### src/rtl/adsr_envelope_mc.sv
// Multi-channel ADSR envelope generator: per-channel tick-driven state machines feeding one shared
// 3-stage interpolation pipeline, one channel per clock. Define ENV_RETRIGGER_EN for legato retrigger.
module adsr_envelope_mc #(
  parameter int CHANNELS = 4,
  parameter int LEVEL_W  = 12,
  parameter int TIME_W   = 24
) (
  input  logic                        clk,
  input  logic                        rst_b,
  input  logic                        tick,
  input  logic [CHANNELS-1:0]         note_on,
  input  logic [CHANNELS-1:0]         note_off,
  input  logic [LEVEL_W-1:0]          lvl_a,
  input  logic [LEVEL_W-1:0]          lvl_b,
  input  logic [LEVEL_W-1:0]          lvl_c,
  input  logic [LEVEL_W-1:0]          lvl_d,
  input  logic [TIME_W-1:0]           dur_x,
  input  logic [TIME_W-1:0]           dur_y,
  input  logic [TIME_W-1:0]           dur_z,
  output logic [CHANNELS-1:0]         busy,
  output logic [CHANNELS-1:0]         done,
  output logic                        out_valid,
  output logic [$clog2(CHANNELS)-1:0] out_ch,
  output logic [LEVEL_W-1:0]          out_level
);

  localparam int CH_W = $clog2(CHANNELS);
  localparam int IW   = LEVEL_W + TIME_W + 2;

  typedef enum logic [2:0] {S_IDLE, S_ATTACK, S_DECAY, S_SUSTAIN, S_RELEASE} state_t;

  state_t              state_q [CHANNELS];
  state_t              state_d [CHANNELS];
  logic [TIME_W-1:0]   cnt_q   [CHANNELS];
  logic [TIME_W-1:0]   cnt_d   [CHANNELS];
  logic [LEVEL_W-1:0]  start_q [CHANNELS];
  logic [LEVEL_W-1:0]  start_d [CHANNELS];
  logic [LEVEL_W-1:0]  last_q  [CHANNELS];
  logic [CHANNELS-1:0] on_p, off_p, on_e, off_e;
  logic [CHANNELS-1:0] done_d, done_q;
  logic [CH_W-1:0]     slot;

  logic [LEVEL_W-1:0]     s_sel, e_sel;
  logic [TIME_W-1:0]      n_sel, d_sel;
  logic                   vld_p0, vld_p1;
  logic [LEVEL_W-1:0]     s_p0, e_p0, s_p1, e_p1;
  logic [TIME_W-1:0]      n_p0, d_p0, d_p1;
  logic [CH_W-1:0]        ch_p0, ch_p1;
  logic signed [IW-1:0]   prod_p1;
  logic [LEVEL_W-1:0]     level_p1;

  function automatic logic expired(input logic [TIME_W-1:0] n, input logic [TIME_W-1:0] d);
    return ({1'b0, n} + (TIME_W+1)'(1)) >= {1'b0, d};
  endfunction

  function automatic logic signed [IW-1:0] interp_prod(input logic [LEVEL_W-1:0] s,
                                                       input logic [LEVEL_W-1:0] e,
                                                       input logic [TIME_W-1:0]  n);
    return ($signed(IW'(e)) - $signed(IW'(s))) * $signed(IW'(n));
  endfunction

  // Signed division truncates toward zero; a zero duration jumps straight to the end level.
  function automatic logic [LEVEL_W-1:0] interp_finish(input logic signed [IW-1:0] prod,
                                                       input logic [LEVEL_W-1:0]  s,
                                                       input logic [LEVEL_W-1:0]  e,
                                                       input logic [TIME_W-1:0]   d);
    logic [LEVEL_W-1:0] r;
    if (d == '0) r = e;
    else         r = LEVEL_W'($signed(IW'(s)) + prod / $signed(IW'(d)));
    return r;
  endfunction

  // Pulses arriving with tick are evaluated on that same tick.
  assign on_e  = on_p | note_on;
  assign off_e = off_p | note_off;

  always_ff @(posedge clk or negedge rst_b) begin
    if (!rst_b) begin
      for (int c = 0; c < CHANNELS; c++) begin
        state_q[c] <= S_IDLE;
        cnt_q[c]   <= '0;
        start_q[c] <= '0;
      end
      on_p   <= '0;
      off_p  <= '0;
      done_q <= '0;
    end else begin
      for (int c = 0; c < CHANNELS; c++) begin
        state_q[c] <= state_d[c];
        cnt_q[c]   <= cnt_d[c];
        start_q[c] <= start_d[c];
      end
      done_q <= done_d;
      if (tick) begin
        on_p  <= '0;
        off_p <= '0;
      end else begin
        on_p  <= on_p | note_on;
        off_p <= off_p | note_off;
      end
    end
  end

  always_comb begin
    for (int c = 0; c < CHANNELS; c++) begin
      state_d[c] = state_q[c];
      cnt_d[c]   = cnt_q[c];
      start_d[c] = start_q[c];
      done_d[c]  = 1'b0;
      if (tick) begin
        case (state_q[c])
          S_IDLE: begin
            if (on_e[c]) begin
              state_d[c] = S_ATTACK;
              cnt_d[c]   = '0;
              start_d[c] = lvl_a;
            end
          end
          S_ATTACK, S_DECAY: begin
            if (off_e[c]) begin
              state_d[c] = S_RELEASE;
              cnt_d[c]   = '0;
              start_d[c] = last_q[c];
            end
`ifdef ENV_RETRIGGER_EN
            else if (on_e[c]) begin
              state_d[c] = S_ATTACK;
              cnt_d[c]   = '0;
              start_d[c] = last_q[c];
            end
`endif
            else if (expired(cnt_q[c], (state_q[c] == S_ATTACK) ? dur_x : dur_y)) begin
              state_d[c] = (state_q[c] == S_ATTACK) ? S_DECAY : S_SUSTAIN;
              cnt_d[c]   = '0;
            end else begin
              cnt_d[c] = cnt_q[c] + TIME_W'(1);
            end
          end
          S_SUSTAIN: begin
            if (off_e[c]) begin
              state_d[c] = S_RELEASE;
              cnt_d[c]   = '0;
              start_d[c] = last_q[c];
            end
`ifdef ENV_RETRIGGER_EN
            else if (on_e[c]) begin
              state_d[c] = S_ATTACK;
              cnt_d[c]   = '0;
              start_d[c] = last_q[c];
            end
`endif
          end
          S_RELEASE: begin
`ifdef ENV_RETRIGGER_EN
            if (on_e[c] && !off_e[c]) begin
              state_d[c] = S_ATTACK;
              cnt_d[c]   = '0;
              start_d[c] = last_q[c];
            end else
`endif
            if (expired(cnt_q[c], dur_z)) begin
              state_d[c] = S_IDLE;
              cnt_d[c]   = '0;
              done_d[c]  = 1'b1;
            end else begin
              cnt_d[c] = cnt_q[c] + TIME_W'(1);
            end
          end
          default: state_d[c] = S_IDLE;
        endcase
      end
    end
  end

  always_comb begin
    for (int c = 0; c < CHANNELS; c++) busy[c] = (state_q[c] != S_IDLE);
  end

  assign done = done_q;

  // Stage p0: pick interpolation endpoints for the channel in the current slot.
  always_comb begin
    s_sel = lvl_a;
    e_sel = lvl_a;
    n_sel = '0;
    d_sel = '0;
    case (state_q[slot])
      S_ATTACK:  begin s_sel = start_q[slot]; e_sel = lvl_b; n_sel = cnt_q[slot]; d_sel = dur_x; end
      S_DECAY:   begin s_sel = lvl_b;         e_sel = lvl_c; n_sel = cnt_q[slot]; d_sel = dur_y; end
      S_SUSTAIN: begin s_sel = lvl_c;         e_sel = lvl_c; end
      S_RELEASE: begin s_sel = start_q[slot]; e_sel = lvl_d; n_sel = cnt_q[slot]; d_sel = dur_z; end
      default: ;
    endcase
  end

  always_ff @(posedge clk or negedge rst_b) begin
    if (!rst_b) begin
      slot   <= '0;
      vld_p0 <= 1'b0;
      vld_p1 <= 1'b0;
    end else begin
      slot   <= (slot == CH_W'(CHANNELS - 1)) ? '0 : slot + CH_W'(1);
      vld_p0 <= 1'b1;
      vld_p1 <= vld_p0;
    end
  end

  always_ff @(posedge clk) begin
    s_p0  <= s_sel;
    e_p0  <= e_sel;
    n_p0  <= n_sel;
    d_p0  <= d_sel;
    ch_p0 <= slot;
    // Stage p1: product of the level span and elapsed count.
    prod_p1 <= interp_prod(s_p0, e_p0, n_p0);
    s_p1    <= s_p0;
    e_p1    <= e_p0;
    d_p1    <= d_p0;
    ch_p1   <= ch_p0;
  end

  // Stage p2: divide, offset, publish and remember the level for release/retrigger starts.
  assign level_p1 = interp_finish(prod_p1, s_p1, e_p1, d_p1);

  always_ff @(posedge clk or negedge rst_b) begin
    if (!rst_b) begin
      out_valid <= 1'b0;
      out_ch    <= '0;
      out_level <= '0;
      for (int c = 0; c < CHANNELS; c++) last_q[c] <= '0;
    end else begin
      out_valid <= vld_p1;
      out_ch    <= ch_p1;
      out_level <= level_p1;
      if (vld_p1) last_q[ch_p1] <= level_p1;
    end
  end

endmodule
### config.mk
export PLATFORM = sky130hd
export DESIGN_NAME = adsr_envelope_mc
export DESIGN_NICKNAME = d
export VERILOG_FILES = /design/src/rtl/adsr_envelope_mc.sv
export SDC_FILE = /design/constraint.sdc
export NUM_CORES = 2
export LEC_CHECK = 0
export CAP_MARGIN = 10
export CELL_PAD_IN_SITES_DETAIL_PLACEMENT = 0
export CELL_PAD_IN_SITES_GLOBAL_PLACEMENT = 1
export CORE_MARGIN = 3
export CORE_UTILIZATION = 45
export CTS_CLUSTER_DIAMETER = 60
export DETAILED_ROUTE_END_ITERATION = 10
export PLACE_DENSITY_LB_ADDON = 0.1
export SLEW_MARGIN = 40
export SYNTH_ARGS = -nofsm -noshare
export SYNTH_HDL_FRONTEND = slang
export SYNTH_SLANG_ARGS = --single-unit
### constraint.sdc
create_clock -name clk -period 112.7 [get_ports clk]
set_clock_uncertainty 0.1 [all_clocks]
set_input_delay 28.175 -clock clk [delete_from_list [all_inputs] [get_ports clk]]
set_output_delay 28.175 -clock clk [all_outputs]
set_load 0.03 [all_outputs]
==> results.yml <==
synth:
  ys_seq_area_share_pct: 13.6
  ys_warn_count: 0
  avgSynthCellArea_sq_um: 8.03
  syn_inst: 8360
  synthAdderAreaFrac_pct: 25.6
  syn_nets: 9713
  syn_area_sq_um: 67100
  synth_compound_area_share_pct: 22.4
  yosysUniqueCellTypes: 110
  yosys-mux-area-fraction_pct: 7.27
  synth_top_family_by_area: "adder cells"
  synth-simple-area-share_pct: 20.4
  async_reset_ff_share_pct: 59.2
  synth_edf_count: 0
  synth_xor_area_share_pct: 6.64
  ys_ff_latch: 397
  ys.flop_type: "dfrtp_1"
clocking:
  h-tree-depth: 2
  cts_tree: "yes"
  clk_pin_slew_ns: 0.06
  hold_buffers: 0
  root_buffer: "clkbuf_16"
  cts_sinks: 397
  insertion_delay_ns: 0.61
  cts_made_buffers: 45
  cts_buffer_depth: 3
routing:
  drt_pass1_iterations: 6
  detail-route-antenna-nets: 0
  num_vias: 64500
  drt-wirelength-per-cell_um: 23.8
  vias_per_cell: 6.10
  drc_errors: 0
  routed_wl_um: 252000
  drtIter0Drc: 4775
place:
  dp_hpwl_um: 200000
  place_congestion: 0.963
  placed_area_sq_um: 72400
  portBuffers: 153
critical_path:
  cp_max_fo: 25
  critPathArrivalTime_ns: 106.71
  crit_required_ns: 113.08
  crit_path_start_kind: "register"
  slowest_delay_ns: 0.64
  cp-end-kind: "register"
  crit_top_cell: "o21a_1"
  crit_slowest_cell: "or4b_2"
  crit_type: "register to register"
global_routing:
  first_global_vias: 62200
  grt_overflow_total: 0
  grt_antenna_before_repair: 9
  track_usage_pct: 31.8
  grt_pass1_wl_um: 380000
  grt_max_degree: 86
timing:
  period_needed_ns: 106.33
  hold_viol: 0
  fin_crit_sh_pct: 94.3
  slew_viol_final: 0
  setup_viol_count_final: 0
  slew_headroom_pct: 41.7
  fmax_mhz: 9.40
  worst_slew_pin_slew_ns: 0.850
finish:
  layout_common_cells: "ha_1 (972), nand2_1 (911), nor2_1 (578)"
  fin_util_pct: 51.3
  final_common_cell: "ha_1"
  stdcell_area_sq_um: 75900
  nets: 9956
  syn_to_final_growth_pct: 13.0
  nFillCells: 14300
  drive_gt1_share_pct: 12.3
floorplan:
  rows: 141
  core_area_sq_um: 148000
  ioPinCount: 154
  start_util_pct: 45.3
  die_width_um: 392
  die_h_um: 392
  die-area_sq_um: 154000
flow_run:
  maxCapViolCount: 0
run_status:
  run_status: "finished, final reports clean"
worst_hold_path:
  hold_path.class: "register to register"
-- stage by stage --
step / TNS [ns] / cells / worst slack, ns / hold slack, ns
global placement: -7.09 / 10400 / -0.394 / 0.212
CTS: 0 / 10500 / 0.0387 / 0.224
floorplan: 0 / 8360 / 0.0106 / 0.210
detailed placement: -91.36 / 10400 / -2.24 / 0.215
finish: 0 / 10600 / 6.37 / 0.222
global route: -5.87 / 10600 / -0.440 / 0.224
-- cell type report --
cell class,count,area (sq um),share of cell area (%)
Multi-Input combinational cell,7239,57000,75.1
Sequential cell,397,9130,12.0
Timing Repair Buffer,472,4090,5.40
Tap cell,1930,2410,3.18
Inverter,448,1680,2.22
Clock buffer,60,1280,1.69
Clock inverter,24,250,0.330
Antenna cell,4,10.0,0.0132
-- repair_timing --
action | 4_1_cts | 5_1_grt
pin swaps | 2 | 53
setup buffers | 3 | 53
gates cloned | 0 | 1
resized for setup | 33 | 323
setup endpoints to repair | 60 | 60
-- state kept, by name, summed over array words and instances (netlist names) --
name	cells
on_p	4
last_q	48
n_p0	24
state_q	12
e_p1	12
vld_p0	1
d_p0	24
done	4
cnt_q	96
e_p0	12
s_p1	12
off_p	4
slot	2
start_q	48
out_valid	1
ch_p0	2
d_p1	24
out_ch	2
s_p0	12
vld_p1	1
prod_p1	38
out_level	12
ch_p1	2
-- metal layers --
| metal | up-vias | GRT usage (%) | part of all wire (%) |
|---|---|---|---|
| met5 | - | 0 | 0.011 |
| met3 | 387 | 2.89 | 5.2 |
| met4 | 4 | 9.20 | 3.4 |
| li1 | 31000 | - | - |
| met1 | 31200 | 44.5 | 46 |
| met2 | 1928 | 52.0 | 45 |
-- Yosys cell counts, drive strengths merged, types with 156 or more instances --
cell type / n / area [sq um]
a21o: 221 / 1660
a21oi: 497 / 2500
nand3: 181 / 906
dfrtp: 235 / 5880
dfxtp: 162 / 3240
xor2: 173 / 1520
o21ai: 424 / 2130
inv: 448 / 1680
o21a: 258 / 1940
mux2i: 192 / 1930
nor3: 298 / 1530
clkbuf: 229 / 860
nand2: 923 / 3460
ha: 978 / 12200
mux2: 183 / 2060
fa: 244 / 4880
xnor2: 336 / 2940
nor2: 608 / 2280
and2: 156 / 978
-- cells by family after synthesis --
logic type / Yosys count
compound gates: 2228
xor+xnor: 509
fa+ha+maj: 1226
buf+inv: 725
flops: 397
mux: 414
other cells: 1
simple gates: 2860
-- worst paths after layout --
check                               from           to  slack (ns)  cells past startpoint
worst max-delay path            d_p1[23]   last_q[10]        6.37                    521
worst min-delay path            d_p0[12]     d_p1[12]        0.22                      0
worst max register to register  d_p1[23]   last_q[10]        6.37                    521
worst min register to register  d_p0[12]     d_p1[12]        0.22                      0
max in group asynchronous          rst_b  start_q[45]       83.89                      2
min in group asynchronous          rst_b    out_ch[0]       27.44                      1
-- critical path: cells and delay by family, from the launching register on --
family	cells	cell delay, ns
AO/OA/AOI/OAI	309	60.65
AND/OR/NAND/NOR	131	23.75
adder cells (fa/ha/maj)	39	11.81
multiplexers	15	4.55
buffers and inverters	24	4.22
XOR/XNOR	3	0.55
flip-flops	1	0.42
Power is left out: the tool's default activity adds up to more than one toggle a clock period on the data nets, which glitch-free logic cannot reach.
